--- config.mk ---
export PLATFORM = sky130hd
export DESIGN_NAME = fifo_wr_ctrl_flat
export DESIGN_NICKNAME = d
export VERILOG_FILES = /design/src/rtl/fifo_wr_ctrl_if.sv /design/src/rtl/fifo_wr_ctrl.sv /design/src/flat_wrapper.sv
export SDC_FILE = /design/constraint.sdc
export NUM_CORES = 1
export LEC_CHECK = 0
export CAP_MARGIN = 20
export CORE_ASPECT_RATIO = 1.25
export CORE_MARGIN = 2
export CORE_UTILIZATION = 35
export DETAILED_ROUTE_END_ITERATION = 8
export PLACE_DENSITY_LB_ADDON = 0.12
export SYNTH_ARGS = -nofsm -noshare
export SYNTH_HDL_FRONTEND = slang
export SYNTH_SLANG_ARGS = --single-unit
--- constraint.sdc ---
create_clock -name w_clk -period 3.64 [get_ports w_clk]
set_input_delay 0.546 -clock w_clk [delete_from_list [all_inputs] [get_ports w_clk]]
set_output_delay 0.546 -clock w_clk [all_outputs]
set_load 0.005 [all_outputs]
--- src/rtl/fifo_wr_ctrl_if.sv ---
// Write-side port bundle of the async FIFO: producer handshake, read-pointer
// input from the read domain, and the status/pointer outputs of the controller.
interface fifo_wr_ctrl_if #(
  parameter int PTR_WIDTH = 3
);
  logic                 w_inc;
  logic                 clr_ovf;
  logic [PTR_WIDTH:0]   r_ptr_gray;
  logic                 write_en;
  logic [PTR_WIDTH:0]   w_ptr;
  logic [PTR_WIDTH:0]   w_ptr_gray;
  logic                 full;
  logic                 almost_full;
  logic [PTR_WIDTH:0]   w_level;
  logic                 overflow;

  modport master (
    output w_inc, clr_ovf, r_ptr_gray,
    input  write_en, w_ptr, w_ptr_gray, full, almost_full, w_level, overflow
  );

  modport slave (
    input  w_inc, clr_ovf, r_ptr_gray,
    output write_en, w_ptr, w_ptr_gray, full, almost_full, w_level, overflow
  );
endinterface

--- src/rtl/fifo_wr_ctrl.sv ---
// Async FIFO write-side controller: write pointer (binary + Gray), read-pointer
// synchroniser, registered full/almost_full/level and sticky overflow.
module fifo_wr_ctrl #(
  parameter int PTR_WIDTH = 3,
  parameter int AF_THRESH = 6
) (
  input  logic           w_clk,
  input  logic           reset,
  fifo_wr_ctrl_if.slave  wif
);

  localparam logic [PTR_WIDTH:0] AF_LVL = (PTR_WIDTH+1)'(AF_THRESH);

  function automatic logic [PTR_WIDTH:0] gray2bin(input logic [PTR_WIDTH:0] g);
    logic [PTR_WIDTH:0] b;
    b[PTR_WIDTH] = g[PTR_WIDTH];
    for (int i = PTR_WIDTH - 1; i >= 0; i--) begin
      b[i] = b[i+1] ^ g[i];
    end
    return b;
  endfunction

  logic [PTR_WIDTH:0] rq1;
  logic [PTR_WIDTH:0] rq2;
  logic [PTR_WIDTH:0] rbin;
  logic [PTR_WIDTH:0] wbin_nxt;
  logic [PTR_WIDTH:0] wgray_nxt;
  logic [PTR_WIDTH:0] level_nxt;
  logic [PTR_WIDTH:0] full_cmp;

  assign wif.write_en = wif.w_inc & ~wif.full;

  always_comb begin
    rbin      = gray2bin(rq2);
    wbin_nxt  = wif.w_ptr + (PTR_WIDTH+1)'(wif.write_en);
    wgray_nxt = wbin_nxt ^ (wbin_nxt >> 1);
    level_nxt = wbin_nxt - rbin;
    // Full when the write pointer sits exactly one lap ahead of the read pointer:
    // in Gray code that is the top two bits inverted, the rest equal.
    full_cmp  = {~rq2[PTR_WIDTH:PTR_WIDTH-1], rq2[PTR_WIDTH-2:0]};
  end

  always_ff @(posedge w_clk or posedge reset) begin
    if (reset) begin
      rq1 <= '0;
      rq2 <= '0;
    end else begin
      rq1 <= wif.r_ptr_gray;
      rq2 <= rq1;
    end
  end

  always_ff @(posedge w_clk or posedge reset) begin
    if (reset) begin
      wif.w_ptr       <= '0;
      wif.w_ptr_gray  <= '0;
      wif.full        <= 1'b0;
      wif.almost_full <= 1'b0;
      wif.w_level     <= '0;
    end else begin
      wif.w_ptr       <= wbin_nxt;
      wif.w_ptr_gray  <= wgray_nxt;
      wif.full        <= (wgray_nxt == full_cmp);
      wif.almost_full <= (level_nxt >= AF_LVL);
      wif.w_level     <= level_nxt;
    end
  end

  // Set has priority so a drop coinciding with a clear is never lost.
  always_ff @(posedge w_clk or posedge reset) begin
    if (reset) begin
      wif.overflow <= 1'b0;
    end else if (wif.w_inc && wif.full) begin
      wif.overflow <= 1'b1;
    end else if (wif.clr_ovf) begin
      wif.overflow <= 1'b0;
    end
  end

endmodule
--- src/flat_wrapper.sv ---
// flat-port wrapper written by rule: the top's interface ports become plain ports
module fifo_wr_ctrl_flat 
#(
  parameter int PTR_WIDTH = 3,
  parameter int AF_THRESH = 6
)
  (w_clk, reset, wif_w_inc, wif_clr_ovf, wif_r_ptr_gray, wif_write_en, wif_w_ptr, wif_w_ptr_gray, wif_full, wif_almost_full, wif_w_level, wif_overflow);
  fifo_wr_ctrl_if #(.PTR_WIDTH(PTR_WIDTH)) wif_i ();
  input  logic w_clk;
  input  logic reset;
  input wire logic [$bits(wif_i.w_inc)-1:0] wif_w_inc;
  input wire logic [$bits(wif_i.clr_ovf)-1:0] wif_clr_ovf;
  input wire logic [$bits(wif_i.r_ptr_gray)-1:0] wif_r_ptr_gray;
  output wire logic [$bits(wif_i.write_en)-1:0] wif_write_en;
  output wire logic [$bits(wif_i.w_ptr)-1:0] wif_w_ptr;
  output wire logic [$bits(wif_i.w_ptr_gray)-1:0] wif_w_ptr_gray;
  output wire logic [$bits(wif_i.full)-1:0] wif_full;
  output wire logic [$bits(wif_i.almost_full)-1:0] wif_almost_full;
  output wire logic [$bits(wif_i.w_level)-1:0] wif_w_level;
  output wire logic [$bits(wif_i.overflow)-1:0] wif_overflow;
  assign wif_i.w_inc = wif_w_inc;
  assign wif_i.clr_ovf = wif_clr_ovf;
  assign wif_i.r_ptr_gray = wif_r_ptr_gray;
  assign wif_write_en = wif_i.write_en;
  assign wif_w_ptr = wif_i.w_ptr;
  assign wif_w_ptr_gray = wif_i.w_ptr_gray;
  assign wif_full = wif_i.full;
  assign wif_almost_full = wif_i.almost_full;
  assign wif_w_level = wif_i.w_level;
  assign wif_overflow = wif_i.overflow;
  fifo_wr_ctrl #(.PTR_WIDTH(PTR_WIDTH), .AF_THRESH(AF_THRESH)) u_core (.w_clk(w_clk), .reset(reset), .wif(wif_i));
endmodule
# --- Word-level counts from Yosys, hierarchy flattened ---
# Index checks and enable logic that the tools add are counted.
# Widths: inputs -> output; s select.
op_classes:
  addsub: 2
  magnitude_cmp: 1
  n_eq_ne: 1
  mux: 2
  bitwise: 7
  reduce_logical: 2
op_table:
  columns: ["operator", "count"]
  rows:
  - ["$add 4x1->4", 1]
  - ["$eq 4x4->1", 1]
  - ["$ge 4x3->1 const B", 1]
  - ["$sub 4x4->4", 1]
  - ["$xor 4x3->4", 1]
  - ["$xor 1x1->1", 3]
  - ["$mux 1", 2]
  - ["$not 2->2", 1]
  - ["$reduce_bool 2->1", 1]
  - ["$and 1x1->1", 1]
  - ["$logic_and 1x1->1", 1]
  - ["$not 1->1", 1]
totals:
  ff_bits: 23
  input_bits: 8
  output_inout_bits: 16
  elab_cells: 23

# --- Longest topological paths before layout ---
# Gate-level depths: netlist of run 1.
logic_depth:
  depth_word: 5
  ltp_mapped: 8
  depth_no_buf: 8

# --- Least setup slack after synthesis of run 1 ---
# No wires, ideal clock.
synth_path:
  kind: "input -> register"
  start: "in wif_w_inc"
  end: "reg u_core.wif.almost_full"
  setup_ps: 132
  arrival_ps: 2183
  t_required_ps: 3508
  setup_slack_ps: 1325
  stages: 8
  n_path_buf: 0
  cell_sequence: "nor2b_1 > ha_1 > ha_1 > inv_1 > fa_1 > inv_1 > a22oi_1 > o211ai_1"
synth_between:
  elab_chain_cells: 4
synth_lines:
  columns: ["item", "line_no", "source"]
  rows:
  - ["start: declaration", "flat_wrapper.sv:11", "input wire logic [$bits(wif_i.w_inc)-1:0] wif_w_inc;"]
  - ["$and 1x1->1", "fifo_wr_ctrl.sv:31", "assign wif.write_en = wif.w_inc & ~wif.full;"]
  - ["$add 4x1->4", "fifo_wr_ctrl.sv:35", "wbin_nxt = wif.w_ptr + (PTR_WIDTH+1)'(wif.write_en);"]
  - ["named net u_core.wbin_nxt[1]", "fifo_wr_ctrl.sv:26", "logic [PTR_WIDTH:0] wbin_nxt;"]
  - ["$sub 4x4->4", "fifo_wr_ctrl.sv:37", "level_nxt = wbin_nxt - rbin;"]
  - ["named net u_core.level_nxt[1]", "fifo_wr_ctrl.sv:28", "logic [PTR_WIDTH:0] level_nxt;"]
  - ["$ge 4x3->1", "fifo_wr_ctrl.sv:64", "wif.almost_full <= (level_nxt >= AF_LVL);"]
  - ["end signal: assignment", "fifo_wr_ctrl.sv:64", null]
  - ["end: declaration", "fifo_wr_ctrl_if.sv:24", "output write_en, w_ptr, w_ptr_gray, full, almost_full, w_level, overflow"]
# The timed path passes the listed nets, and every way through them passes these cells.
# A chain may end at the register's enable or synchronous reset.

# --- Worst setup path in the final report of run 1 ---
# Same ends and word-level chain as after synthesis.

==> results of run 1 <==
-- worst max-delay path, stage by stage --
cell	delay (ns)
clkdlybuf4s50_1	0.41
nor2b_1	0.15
ha_1	0.21
ha_1	0.39
inv_1	0.12
fa_1	0.56
inv_1	0.05
a22oi_1	0.17
o211ai_1	0.10
-- layout by cell type, fill, tap and decap left out, drive strengths merged --
cell,Yosys,layout
clkdlybuf4s50,0,23
dfrtp,22,22
inv,9,9
xnor2,8,8
xor2,8,8
ha,5,5
clkbuf,0,3
a21oi,2,2
nor3,2,2
nand3,1,1
a21boi,1,1
nor2b,1,1
a21o,1,1
a22oi,1,1
a211o,1,1
o211ai,1,1
and3,1,1
o211a,1,1
nand2,1,1
o21ai,1,1
fa,1,1
-- routing by layer --
| metal | routed length, um | up-vias |
|---|---|---|
| li1 | - | 272 |
| met3 | 60 | 4 |
| met4 | 37 | 0 |
| met1 | 518 | 284 |
| met5 | 0 | - |
| met2 | 693 | 14 |
-- registers in the layout (all words and copies together), names as in the netlist --
register and cells:
u_core.rq1 4, u_core.wif.w_level 4, u_core.wif.w_ptr 4, u_core.wif.overflow 1, u_core.wif.w_ptr_gray 3, u_core.rq2 4
u_core.wif.full 1, u_core.wif.almost_full 1
-- path summary, 6_finish.rpt --
path	depth (start not counted)	from	endpoint	slack (ns)
setup / recovery	9	wif_w_inc	u_core.wif.almost_full	1.11
hold / removal	0	u_core.rq1[2]	u_core.rq2[2]	0.36
setup reg to reg	8	u_core.rq2[3]	u_core.wif.almost_full	1.42
hold reg to reg	0	u_core.rq1[2]	u_core.rq2[2]	0.36
max in group asynchronous	2	reset	u_core.wif.w_ptr_gray[0]	2.48
min in group asynchronous	2	reset	u_core.wif.w_level[0]	0.67
-- power by group through the flow --
| stage | clock (W) | sequential [W] | combinational, W |
|---|---|---|---|
| after detailed placement | 0 | 0.000391 | 0.000648 |
| after global routing | 0.000122 | 0.000396 | 0.000715 |
| after CTS | 0.000111 | 0.000385 | 0.000650 |
| after global placement | 0 | 0.000387 | 0.000639 |
| after floorplan | 0 | 0.000396 | 0.000395 |
| final | 0.000106 | 0.000383 | 0.000638 |
-- final cells by class --
type                    instances  area [um^2]
clock buffers                   3         22.5
fillers                       249         1250
inverters                       9         33.8
multi-input cells              37          325
flip-flops and latches         22          551
well taps                      33         41.3
repair buffers                 23          230
-- through the flow --
| stage | power (W) | hold WS (ns) |
|---|---|---|
| floorplan | 0.000790 | 0.331 |
| global placement | 0.00103 | 0.332 |
| detailed placement | 0.00104 | 0.336 |
| CTS | 0.00115 | 0.354 |
| global route | 0.00123 | 0.364 |
| finish | 0.00113 | 0.357 |
-- cells by family after synthesis --
kind of cell	Yosys count
compound gates	9
xor+xnor	16
fa+ha+maj	6
buf+inv	10
flops	22
simple gates	6
==> results.py, run 1 <==
metrics = {
    "status": {
        "status": "finished clean",
    },
    "hold_path": {
        "hp-class": "reg2reg",
    },
    "worst_setup_path": {
        "cp-end-kind": "flip-flop",
        "crit_path_start_kind": "primary input",
        "critPathRequiredTime_ns": 3.83,
        "crit_type": "in2reg",
        "path_max_fanout": 6,
        "worstPathArrival_ns": 2.72,
    },
    "routing": {
        "via_count": 574,
        "drtIter0Drc": 5,
        "postRouteAntennaNets": 0,
        "drc": 0,
        "wl_mm": 1.31,
        "detail_route.vias_per_cell": 4.52,
        "drt_first_pass_iters": 2,
        "routedWlPerCell_um": 10.3,
    },
    "power_and_ir_drop": {
        "switching_share": 0.354,
        "powerDensity_nw_per_um2": 936,
        "p_sw_w": 0.000398,
        "comb_power_share": 0.566,
        "power.leakage_nw": 0.552,
        "peakVddDrop_mv": 0.353,
        "cellInternalPower_w": 0.000728,
        "pwr-share-seq": 0.340,
        "power_frac_clock": 0.094,
    },
    "timing": {
        "grt_setup_unrepaired": "no",
        "finalHoldViolCount": 0,
        "finalCritPeriodShare": 0.695,
        "tightest_slew_ns": 0.774,
        "setup_tns_ns": 0,
        "fin_ws_ns": 1.11,
        "finalSetupViolations": 0,
        "maxSlewViolCount": 0,
        "finalClockSkew_ns": 0.00504,
        "timing.fmax_ghz": 0.395,
        "slew_headroom": 0.483,
        "min_period_ns": 2.53,
    },
    "cells_and_area": {
        "stdcell_count": 127,
        "stdcell_area_um2": 1200,
        "fin_util": 0.491,
        "area_growth_pct": 31.2,
        "antenna_cells": 0,
        "fin_nets": 110,
        "drive_above_1_share": 0.0426,
    },
    "yosys": {
        "synth_edf_count": 0,
        "synth.most_common_cell": "dfrtp_1",
        "ys_seq_elements": 22,
        "async_reset_ff_frac": 1.00,
        "mappedNetlistArea_um2": 917,
        "synth_common_cells": "22 x dfrtp_1, 9 x inv_1, 8 x xnor2_1",
        "yosysTopAreaCell": "dfrtp_1",
        "ys_warn_count": 0,
        "yosysSeqAreaShare": 0.600,
        "postSynthCellCount": 69,
        "synthSimpleGateAreaFrac": 0.0341,
        "synth_cell_type_count": 21,
        "yosys-mux-area-fraction": 0,
        "yosys-top-cells-area": "dfrtp_1 60%, xnor2_1 7.6%, ha_1 6.8%, xor2_1 6.7%, inv_1 3.7%",
        "ys_dominant_reg_cell": "dfrtp_1",
        "netlist.area_leader.share": 0.600,
        "avgSynthCellArea_um2": 13.3,
        "synth_fa_ha_area_frac": 0.0900,
        "synth_xor_area_frac": 0.161,
        "syn_nets": 83,
        "synth_compound_area_frac": 0.0696,
        "synth_top_family_by_area": "XOR/XNOR gates",
    },
    "global_routing": {
        "grt.overflow.total": 0,
        "gr-usage-met3": 0.0218,
        "use_met2": 0.196,
        "grt_pass1_wl_mm": 2.34,
        "antenna_found_initial": 0,
        "track_usage": 0.106,
        "grt-busiest-layer": "met2",
        "grt_max_degree": 23,
        "met1_usage": 0.109,
        "grt_pass1_vias": 542,
    },
    "placed_design": {
        "globalplace.congestion": 0.724,
        "dpl.cell_count": 124,
        "place_ws_ns": 0.766,
        "hpwl_mm": 1.06,
        "port-buffer-count": 23,
        "post_dp_cell_area_um2": 1180,
    },
    "clock_tree": {
        "cts_setup_buffers": 0,
        "ctsHoldBuffers": 0,
        "htreeDepth": 1,
        "cts_made_buffers": 3,
        "numClockSinks": 22,
        "clkTransAtPathRegs_ns": 0.11,
        "ctsResizeCount": 0,
        "clockRootBuffer": "clkbuf_4",
        "clk_path_buf_depth": 2,
        "cts_tree": "done",
        "clk_latency_ns": 0.30,
    },
    "floorplanning": {
        "die_w_um": 49.8,
        "core-area_um2": 2450,
        "die_h_um": 61.2,
        "die_area_um2": 3050,
        "start_util": 0.374,
        "rows": 20,
        "io_pins": 24,
    },
    "run": {
        "cap_violations": 0,
    },
}
(Power assumes the default switching activity.)
==> run 2, diff against run 1 <==
==> constraint.sdc (replaced) <==
create_clock -name w_clk -period 2.58 [get_ports w_clk]
set_input_delay 0.387 -clock w_clk [delete_from_list [all_inputs] [get_ports w_clk]]
set_output_delay 0.387 -clock w_clk [all_outputs]
set_load 0.005 [all_outputs]
==> run 2 against run 1 <==
  * Clock power rose to 2.5 times the previous value
  * Clock-buffer cell count did not move
  * Critical path depth fell by 1
  * Non-clock buffer count rose by 4
  * Design area rose by 5.0%
  * Largest cell class unchanged
==> results.py, run 2 (synthesis gave the netlist of run 1 again) <==
metrics = {
    "worst_setup_path": {
        "crit_type": "reg2reg",
        "worstPathArrival_ns": 2.46,
        "cp_num_buf_inv": 1,
        "cp_cell_sequence": "xnor2_1, xor2_1, xnor2_1, ha_1, fa_1, inv_1, a22oi_1, o211ai_1",
        "cp-end-kind": "flip-flop",
        "path_max_fanout": 3,
        "crit_family": "adder cells",
        "crit_path_start_kind": "flip-flop",
        "critPathSlowestCell": "fa_1",
        "path_common_cell": "xnor2_1",
        "cp_slowest_stage_delay_ns": 0.50,
        "critPathRequiredTime_ns": 2.79,
    },
    "timing": {
        "finalSetupViolations": 0,
        "setup_tns_ns": 0,
        "maxSlewViolCount": 0,
        "grt_setup_unrepaired": "no",
        "timing.fmax_ghz": 0.444,
        "finalCritPeriodShare": 0.872,
        "worst_hold_slack_ns": 0.363,
        "finalClockSkew_ns": 0.00290,
        "min_period_ns": 2.25,
        "tightest_slew_ns": 0.791,
        "slew_headroom": 0.472,
        "finalHoldViolCount": 0,
    },
    "power_and_ir_drop": {
        "total_power_w": 0.00177,
        "peakVddDrop_mv": 0.569,
        "cellInternalPower_w": 0.00118,
        "comb_power_share": 0.546,
        "switching_share": 0.336,
        "power.leakage_nw": 0.586,
        "powerDensity_nw_per_um2": 1400,
        "p_sw_w": 0.000595,
        "pwr-share-seq": 0.304,
        "power_frac_clock": 0.150,
    },
    "clock_tree": {
        "htreeDepth": 1,
        "cts_setup_buffers": 0,
        "numClockSinks": 22,
        "cts_made_buffers": 3,
        "clkTransAtPathRegs_ns": 0.12,
        "ctsResizeCount": 0,
        "clockRootBuffer": "clkbuf_4",
        "clk_latency_ns": 0.31,
        "cts_tree": "done",
        "ctsHoldBuffers": 0,
        "clk_path_buf_depth": 2,
    },
    "floorplanning": {
        "io_pins": 24,
        "die_area_um2": 3050,
        "core-area_um2": 2450,
        "start_util": 0.374,
        "die_h_um": 61.2,
        "rows": 20,
        "die_w_um": 49.8,
    },
    "routing": {
        "via_count": 587,
        "detail_route.vias_per_cell": 4.45,
        "drt_first_pass_iters": 2,
        "drtIter0Drc": 8,
        "postRouteAntennaNets": 0,
        "routedWlPerCell_um": 11.1,
        "wl_mm": 1.46,
        "drc": 0,
    },
    "cells_and_area": {
        "seqCellArea_um2": 551,
        "fin_nets": 114,
        "stdcell_count": 132,
        "antenna_cells": 0,
        "final_common_cell": "clkdlybuf4s50_1",
        "multi_input_area_um2": 325,
        "area_growth_pct": 37.8,
        "fillers": 233,
        "drive_above_1_share": 0.0909,
        "layout_common_cells": "23 x clkdlybuf4s50_1, 22 x dfrtp_1, 9 x inv_1, 8 x xnor2_1, 7 x xor2_1",
    },
    "global_routing": {
        "grt_max_degree": 23,
        "grt_pass1_wl_mm": 2.52,
        "antenna_found_initial": 0,
        "grt_pass1_vias": 577,
        "grt.overflow.total": 0,
        "track_usage": 0.115,
    },
    "hold_path": {
        "hp-class": "reg2reg",
    },
    "status": {
        "status": "finished clean",
    },
    "placed_design": {
        "hpwl_mm": 1.15,
        "port-buffer-count": 23,
        "dpl.cell_count": 128,
        "globalplace.congestion": 0.740,
    },
    "run": {
        "cap_violations": 0,
    },
}
run 2: cell count changes in the layout (fill, tap and decap cells not counted):
cell       before  now
buf_4           0    4
bufinv_16       0    1
run 2: final timing paths:
| path | slack, ns | startpoint | end | depth (start not counted) |
|---|---|---|---|---|
| worst min-delay path | 0.36 | u_core.rq1[1] | u_core.rq2[1] | 0 |
| min in group asynchronous | 0.50 | reset | u_core.wif.w_level[0] | 2 |
| max in group asynchronous | 1.59 | reset | u_core.wif.w_ptr[2] | 2 |
| worst min register to register | 0.36 | u_core.rq1[1] | u_core.rq2[1] | 0 |
| worst max-delay path | 0.33 | u_core.rq2[3] | u_core.wif.almost_full | 8 |
| worst max register to register | 0.33 | u_core.rq2[3] | u_core.wif.almost_full | 8 |
run 2: power by group through the flow:
stage / combinational, W / sequential, W / clock (W)
final: 0.000969 / 0.000539 / 0.000266
after global routing: 0.00109 / 0.000558 / 0.000289
after CTS: 0.000985 / 0.000542 / 0.000273
after detailed placement: 0.000982 / 0.000550 / 0
after global placement: 0.000962 / 0.000547 / 0
after floorplan: 0.000557 / 0.000558 / 0
run 2: layer usage:
layer | share of wire | wire length (um) | global-route usage | vias up
met5 | 0 | 0 | 0 | -
met4 | 0.044 | 64 | 0.107 | 0
met3 | 0.037 | 54 | 0.0170 | 7
met2 | 0.52 | 761 | 0.202 | 17
met1 | 0.40 | 579 | 0.121 | 282
li1 | - | - | - | 281
run 2: area by class of cell:
class                      instances  share of cell area
timing repair buffer              27               0.206
clock buffer                       3              0.0178
inverter                           9              0.0267
clock inverter                     1              0.0238
multi-input combinational         37               0.257
sequential                        22               0.436
tap                               33              0.0327
run 2: metrics by stage:
step                      worst slack, ns   util  instance area (um^2)
after global routing                0.143  0.515                  1260
after CTS                           0.313  0.515                  1260
final                               0.330  0.515                  1260
after global placement             0.0284  0.494                  1210
after floorplan                     0.424      -                   917
after detailed placement          -0.0122  0.494                  1210
